## config.mk

```make
export PLATFORM = sky130hd
export DESIGN_NAME = return_stack
export DESIGN_NICKNAME = d
export VERILOG_FILES = /design/src/rtl/return_stack_pkg.sv /design/src/rtl/return_stack_mem.sv /design/src/rtl/return_stack.sv
export SDC_FILE = /design/constraint.sdc
export NUM_CORES = 1
export LEC_CHECK = 0
export ABC_AREA = 1
export CAP_MARGIN = 20
export CELL_PAD_IN_SITES_DETAIL_PLACEMENT = 0
export CELL_PAD_IN_SITES_GLOBAL_PLACEMENT = 2
export CORE_ASPECT_RATIO = 1.75
export CORE_MARGIN = 2
export CORE_UTILIZATION = 35
export DETAILED_ROUTE_END_ITERATION = 7
export PLACE_DENSITY = 0.85
export SLEW_MARGIN = 10
export SYNTH_ARGS = -nofsm -noshare
export SYNTH_HDL_FRONTEND = slang
export SYNTH_HIERARCHICAL = 1
export SYNTH_SLANG_ARGS = --single-unit
```

## constraint.sdc

```tcl
create_clock -name clk -period 2.5 [get_ports clk]
set_input_delay 0.375 -clock clk [delete_from_list [all_inputs] [get_ports clk]]
set_output_delay 0.375 -clock clk [all_outputs]
set_load 0.01 [all_outputs]
```

## src/rtl/return_stack_pkg.sv

```systemverilog
// Shared constants and operation decode for the return-address stack.
package return_stack_pkg;

  localparam int PC_WIDTH    = 10;
  localparam int STACK_DEPTH = 16;
  localparam int STACK_CW    = $clog2(STACK_DEPTH + 1);

  // Effective stack operation after qualifying the strobes with wesp.
  typedef enum logic [1:0] {
    OP_NONE    = 2'd0,
    OP_PUSH    = 2'd1,
    OP_POP     = 2'd2,
    OP_REPLACE = 2'd3
  } stack_op_e;

  // Push+pop on an empty stack degrades to a plain push.
  function automatic stack_op_e decode_op(input logic wesp, input logic push,
                                          input logic pop, input logic empty);
    stack_op_e op;
    op = OP_NONE;
    if (wesp) begin
      if (push && pop && !empty) op = OP_REPLACE;
      else if (push)             op = OP_PUSH;
      else if (pop)              op = OP_POP;
    end
    return op;
  endfunction

endpackage

```

## src/rtl/return_stack_mem.sv

```systemverilog
// Register array for the return stack: one synchronous write port, one
// asynchronous read port. Contents are deliberately not reset.
module stack_mem #(
  parameter int WIDTH = 10,
  parameter int DEPTH = 16,
  parameter int AW    = $clog2(DEPTH)
) (
  input  logic             clk,
  input  logic             i_we,
  input  logic [AW-1:0]    i_waddr,
  input  logic [WIDTH-1:0] i_wdata,
  input  logic [AW-1:0]    i_raddr,
  output logic [WIDTH-1:0] o_rdata
);

  logic [WIDTH-1:0] r_mem [DEPTH];

  // Write the addressed entry on the rising edge when enabled.
  always_ff @(posedge clk) begin
    if (i_we) r_mem[i_waddr] <= i_wdata;
  end

  assign o_rdata = r_mem[i_raddr];

endmodule

```

## src/rtl/return_stack.sv

```systemverilog
// Return-address stack: stores PC+1 on call, presents the top entry
// combinationally for return, tracks fill level and sticky error flags.
//
// Strobe semantics: no handshake. push/pop are single-cycle commands that
// take effect at the rising edge when wesp=1; the stack accepts one command
// every cycle and never stalls. q is valid in the same cycle as pop.
module return_stack
  import return_stack_pkg::*;
#(
  parameter int WIDTH = PC_WIDTH,
  parameter int DEPTH = STACK_DEPTH
) (
  input  logic                       clk,
  input  logic                       reset,
  input  logic                       wesp,
  input  logic                       push,
  input  logic                       pop,
  input  logic [WIDTH-1:0]           d,
  output logic [WIDTH-1:0]           q,
  output logic                       empty,
  output logic                       full,
  output logic [$clog2(DEPTH+1)-1:0] count,
  output logic                       ovf,
  output logic                       unf
);

  localparam int CW = $clog2(DEPTH + 1);
  localparam int AW = $clog2(DEPTH);

  logic [CW-1:0]    r_sp;
  logic             r_ovf;
  logic             r_unf;

  logic             w_empty;
  logic             w_full;
  logic [AW-1:0]    w_top_idx;
  logic [AW-1:0]    w_waddr;
  logic             w_we;
  logic [WIDTH-1:0] w_rdata;
  stack_op_e        w_op;

  assign w_empty   = (r_sp == '0);
  assign w_full    = (r_sp == CW'(DEPTH));
  // Low bits of sp minus one; at sp==DEPTH the low bits are 0 and wrap to DEPTH-1.
  assign w_top_idx = r_sp[AW-1:0] - AW'(1);
  assign w_op      = decode_op(wesp, push, pop, w_empty);

  // Select write address and enable for push and replace-top.
  always_comb begin
    w_we    = 1'b0;
    w_waddr = r_sp[AW-1:0];
    if (!reset) begin
      case (w_op)
        OP_PUSH: begin
          w_we    = !w_full;
          w_waddr = r_sp[AW-1:0];
        end
        OP_REPLACE: begin
          w_we    = 1'b1;
          w_waddr = w_top_idx;
        end
        default: ;
      endcase
    end
  end

  stack_mem #(
    .WIDTH (WIDTH),
    .DEPTH (DEPTH),
    .AW    (AW)
  ) u_mem (
    .clk     (clk),
    .i_we    (w_we),
    .i_waddr (w_waddr),
    .i_wdata (d),
    .i_raddr (w_top_idx),
    .o_rdata (w_rdata)
  );

  // Stack pointer and sticky flags; reset dominates any concurrent command.
  always_ff @(posedge clk) begin
    if (reset) begin
      r_sp  <= '0;
      r_ovf <= 1'b0;
      r_unf <= 1'b0;
    end else begin
      case (w_op)
        OP_PUSH: begin
          if (w_full) r_ovf <= 1'b1;
          else        r_sp  <= r_sp + CW'(1);
        end
        OP_POP: begin
          if (w_empty) r_unf <= 1'b1;
          else         r_sp  <= r_sp - CW'(1);
        end
        default: ;
      endcase
    end
  end

  assign q     = w_empty ? '0 : w_rdata;
  assign empty = w_empty;
  assign full  = w_full;
  assign count = r_sp;
  assign ovf   = r_ovf;
  assign unf   = r_unf;

endmodule
```

* Word level (Yosys, flattened, before mapping)
Memory sizes are Yosys's and may differ from the RTL's.
Cells that the tools add are included.
** Word-level totals
- Output and inout port bits :: 19
- Bits in latches :: 0
- Memories kept :: 1
- Memory bits (read-only) :: 0
- Register bits :: 7
- RAM bits :: 160
** Memory list
- u_mem.r_mem :: depth 16, width 10, read ports 1, clocked after memory_dff 0, wr ports 1, RTL line return_stack_mem.sv:16 : logic [WIDTH-1:0] r_mem [DEPTH];
** Cells by class
- Reductions and logical operators :: 9
- Div/mod/pow operators :: 0
- Add/subtract/negate cells :: 3
- Bitwise operators :: 0
- Muxes and demuxes :: 14
- Shifts and indexed selects :: 0
- Equal/unequal tests :: 6
- Order comparisons :: 0
- Multipliers :: 0
** Operator list (number)
- two-way mux 10 bit :: 1
- two-way mux 5 bit :: 2
- case mux 5 bit (2 select lines) :: 1
- two-way mux 2 bit :: 4
- two-way mux 4 bit :: 2
- adder 5 x 1 -> 5 bit (second input constant) :: 1
- == test 5 bit (second input constant) :: 1
- zero test 5 bit :: 1
- subtractor 5 x 1 -> 5 bit (second input constant) :: 1
- == test 2 bit (second input constant) :: 2
- != test 2 bit (second input constant) :: 2
- AND reduction 2 bit :: 2
- subtractor 4 x 1 -> 4 bit (second input constant) :: 1
- two-way mux 1 bit :: 3
- AND reduction 3 bit :: 1
- == test 2 x 1 -> 1 bit (second input constant) :: 1
- logical AND 1 bit :: 2
- zero test 1 bit :: 2
- case mux 1 bit (2 select lines) :: 1
- nonzero test 2 bit :: 1

* Depth between registers and ports, before layout
Gate-level depths: netlist of the first run.
- Word-level depth :: 10
- Mapped depth :: 14
- Gate-level depth less buffers :: 14

* Hierarchy
The synthesis of the first run kept the hierarchy.
** Modules (own cells, without submodules)
- stack_mem :: times used 1, area each 6971.7 um^2, seq. area each 4804.6 um^2, cells each 672
- return_stack :: times used 1, area each 659.4 um^2, seq. area each 140.1 um^2, cells each 115

* Least setup slack after synthesis of the first run
Ideal clock, no wire load.
- Path kind :: flip-flop to flip-flop
- Start :: reg r_sp[0] (netlist: count[0])
- End :: mem u_mem.r_mem[11][0] (enable)
- Cell stages (with the launch flop) :: 9
- Setup slack :: 0.034 ns
- Buffers on the path :: 0
- Setup time :: 0.376 ns
- Arrival :: 2.090 ns
- Cell sequence :: dfxtp_1 -> inv_1 -> ha_1 -> nand3_2 -> nand3_1 -> nor2_2 -> o21ai_0 -> nand3b_1 -> nor2_1
** Between the ends
- Elaborated cells on any way between the ends :: 16
- Classes of those cells :: add/sub (1); eq/ne (3); mux (8); reduce/logical (4)
** RTL lines
- start: declaration :: RTL line return_stack.sv:30 : logic [CW-1:0] r_sp;
- start signal: assignment :: RTL line return_stack.sv:90 : else r_sp <= r_sp + CW'(1);
- start signal: assignment :: RTL line return_stack.sv:94 : else r_sp <= r_sp - CW'(1);
- subtractor 4 x 1 -> 4 bit :: RTL line return_stack.sv:45 : assign w_top_idx = r_sp[AW-1:0] - AW'(1);
- named net w_top_idx[0] :: RTL line return_stack.sv:36 : logic [AW-1:0] w_top_idx;
- two-way mux 4 bit :: RTL line return_stack.sv:53 : case (w_op)
- two-way mux 4 bit :: RTL line return_stack.sv:52 : if (!reset) begin
- end: declaration :: RTL line return_stack_mem.sv:16
The timed path passes the listed nets, and every way through them passes these cells.

* Worst setup path after layout of the first run
- Start :: reg r_sp[0] (netlist: count[0])
- End :: out q[2]
** Between the ends
- Word-level cells in the longest chain between the ends :: 3
- Elaborated cells on any way between the ends :: 4
- Classes of those cells :: add/sub (1); mux (1); reduce/logical (1); memory (1)
** Ends and longest elaborated chain
- subtractor 4 x 1 -> 4 bit :: RTL line return_stack.sv:45
- named net w_top_idx[0] :: RTL line return_stack.sv:36
- memory (16 x 10 bit)
- named net w_rdata[2] :: RTL line return_stack.sv:39 : logic [WIDTH-1:0] w_rdata;
- two-way mux 10 bit :: RTL line return_stack.sv:101 : assign q = w_empty ? '0 : w_rdata;
- end: declaration :: RTL line return_stack.sv:19 : output logic [WIDTH-1:0] q,
The timed path passes the listed nets, and every way through them passes these cells.

==> impl_metrics.json, run 1 <==
{
  "status": "finished with violations",
  "violations": "setup timing",
  "ys_top_cells_by_area": "edfxtp_1 63%, nand2_1 12%, nand3_1 8.4%",
  "max_freq_mhz": 396.4,
  "clk_path_buf_depth": 2,
  "ys_seq_area_frac": 0.6480,
  "cp_max_fo": 5,
  "path_cells": "inv_4, buf_6, ha_4, xor2_4, buf_6, clkbuf_16, nand3_4, nand3_2, nand2_2, nand2_1, inv_1, buf_2",
  "dpl-instance-area_mm2": 0.008778,
  "cts_tree": "done",
  "synth.most_common_cell": "nand2_1",
  "antenna_found_initial": 0,
  "synth_mux_area_frac": 0,
  "nets": 911,
  "ant_nets": 0,
  "synth_common_cells": "243 x nand2_1, 160 x edfxtp_1, 149 x inv_1",
  "utilization": 0.4659,
  "num_rows": 71,
  "gp_congestion": 0.8385,
  "r2r_slack_ns": 0.13,
  "synthSimpleGateAreaFrac": 0.2328,
  "power.total_w": 0.007633,
  "wl_met2_um": 11030,
  "setup_viol": 8,
  "final.fill_count": 2088,
  "core_area_mm2": 0.02150,
  "final.period_utilization": 1.009,
  "critical_path_required_ns": 2.12,
  "wl_met1_um": 7759,
  "port_buffers": 33,
  "wl_um": 20020,
  "cts_max_level": 4,
  "worstHoldStart": "ovf",
  "hp-class": "reg2reg",
  "synth_xor_area_frac": 0.005739,
  "cts_sinks": 167,
  "rsz0062_at_grt": "true",
  "die-area_mm2": 0.02305,
  "crit_top_cell": "buf_6",
  "reg2reg_depth": 13,
  "dp_cells": 1151,
  "num_vias": 5474,
  "io_pins": 34,
  "avgSynthCellArea_um2": 9.696,
  "seqCellArea_mm2": 0.004947,
  "setup_slack_ns": -0.02275,
  "hold_depth": 2,
  "synth-compound-area-share": 0.005247,
  "p_per_area_mw_per_mm2": 762.1,
  "period_needed_ns": 2.523,
  "die_w_um": 115.6,
  "synth-edff-count": 160,
  "drc": 0,
  "synth_top_area_share": 0.6296,
  "drt_iter0_markers": 236,
  "numCtsBuffers": 17,
  "final_area_mm2": 0.01002,
  "route.met3.wl_um": 678,
  "multi_input_area_mm2": 0.002333,
  "hold_viol_final": 0,
  "synth_top_family_by_area": "simple AND/OR/NAND/NOR gates",
  "top_layer": "met4",
  "initial_core_util": 0.3550,
  "dr.pass1.iters": 6,
  "grt_overflow": 0,
  "drive_gt1_frac": 0.2428,
  "cts.clk_slew.worst_paths_ns": 0.07,
  "first_global_vias": 5457,
  "yosys_warnings": 6,
  "clock_skew_ns": 0.007030,
  "cts_root_buf": "clkbuf_16",
  "timing.rr.start": "count[0]",
  "cp-start-kind": "register",
  "synthesis.nets": 805,
  "crit_arrival_ns": 2.15,
  "path_buf_inv": 6,
  "grt_max_degree": 41,
  "netlist_area_mm2": 0.007631,
  "yosys.cell_types.count": 26,
  "syn2layout_area_growth_pct": 31.25,
  "slowest_delay_ns": 0.35,
  "max-vdd-ir-drop_v": 0.0004978,
  "hold_path_end": "ovf",
  "die_y_um": 199.3,
  "yosysTopAreaCell": "edfxtp_1",
  "maxCapViolCount": 0,
  "cp-end-kind": "output port",
  "critPathKind": "reg2out",
  "postCtsHoldBufs": 0,
  "final-instance-count-excl-fill": 1198,
  "async_flop_share": 0,
  "total_leakage_power_nw": 4.358,
  "worst_pin_slew_ns": 0.7376,
  "clkLatencyLatePin_ns": 0.43,
  "wl_per_cell_um": 16.71,
  "vias_per_cell": 4.569,
  "grt_pass1_wl_um": 30710,
  "grtUsageTotal": 0.1817,
  "final-max-slew-violation-count": 0,
  "yosys.area_share.adder": 0.004919,
  "hpwl_um": 13330,
  "critical_path.slowest_cell": "dfxtp_2",
  "diodes": 0,
  "tns_ns": -0.08246,
  "critPathTopFamily": "buffers and inverters",
  "r2r_end": "u_mem/r_mem[4][7]",
  "synthesis.instances": 787,
  "slew_headroom": 0.5067,
  "synth_seq_cells": 167,
  "ys.flop_type": "edfxtp_1"
}
## power by group
part | switching (W) | internal, W | total, W
clock network | 0.00113 | 0.00135 | 0.00248
registers | 0.00000977 | 0.00310 | 0.00311
logic | 0.00118 | 0.000872 | 0.00205
total | 0.00232 | 0.00531 | 0.00763
## per-layer routing
metal  global-route usage  vias to the layer above
li1                     -                     2728
met1               0.2061                     2605
met2               0.3372                      115
met3              0.02608                       26
met4              0.07231                        0
met5                    0                        -
## area by class of cell
type	count	share of cell area
clock buffer	18	0.04497
clock inverter	14	0.01124
inverter	155	0.05934
multi-input combinational	433	0.2330
sequential	167	0.4939
tap	292	0.03648
timing repair buffer	119	0.1210
## registers in the layout (all words and copies together) (netlist names)
name and flops:
count 5, ovf 1, u_mem/r_mem 160, unf 1
## kinds of logic after synthesis
family | after synthesis
AO/OA/AOI/OAI | 8
flip-flops | 167
buffers and inverters | 187
adder cells (fa/ha/maj) | 3
XOR/XNOR | 5
AND/OR/NAND/NOR | 417
## stage by stage
step / setup WS [ns] / hold WS [ns]
after floorplan: 0.03380 / 0.4441
final: -0.02275 / 0.4532
after CTS: -0.1233 / 0.4546
after global routing: -0.1305 / 0.4809
after global placement: -0.06522 / 0.4365
after detailed placement: -0.07537 / 0.4413
## tightest hold or removal path: stages (launching register included)
cell	delay [ns]
dfxtp_1	0.31
inv_1	0.05
a21oi_1	0.05
## how the worst max path moves through the flow
stage | from | endpoint | cells after the start
4_1_cts | count[0] | q[6] | 13
6_report | count[0] | q[2] | 12
2_1_floorplan | count[0] | u_mem/r_mem[11][0] | 8
3_5_place_dp | pop | u_mem/r_mem[6][7] | 10
3_3_place_gp | pop | u_mem/r_mem[6][8] | 10
5_1_grt | count[0] | q[2] | 12
## cells in the final DEF, fill, tap and decap left out, drive strengths merged, types with 5 or more instances in the layout
| cell type | synthesis | layout |
|---|---|---|
| clkinv | 1 | 5 |
| nand2 | 246 | 246 |
| nor2 | 35 | 35 |
| o21ai | 7 | 7 |
| edfxtp | 160 | 160 |
| inv | 154 | 159 |
| clkinvlp | 0 | 5 |
| clkdlybuf4s50 | 0 | 23 |
| xor2 | 5 | 5 |
| buf | 26 | 94 |
| clkbuf | 6 | 20 |
| nand3 | 131 | 131 |
| dfxtp | 7 | 7 |
## repair_timing
action / 4_1_cts / 5_1_grt
buffers inserted: 9 / 4
cloned: 3 / 2
hold endpoints to repair: 0 / 0
setup endpoints to repair: 10 / 170
pin swaps: 19 / 29
gates resized for setup: 110 / 59
No activity file was read; power rests on OpenSTA's default activity.
==> run 2, diff against run 1 <==
--- a/config.mk
+++ b/config.mk
@@ -6,7 +6,7 @@
 export NUM_CORES = 1
 export LEC_CHECK = 0
 export ABC_AREA = 1
-export CAP_MARGIN = 20
+export CAP_MARGIN = 40
 export CELL_PAD_IN_SITES_DETAIL_PLACEMENT = 0
 export CELL_PAD_IN_SITES_GLOBAL_PLACEMENT = 2
 export CORE_ASPECT_RATIO = 1.75
==> results of run 2 <==
The final DEF is identical to that of run 1; final timing and power are the same.
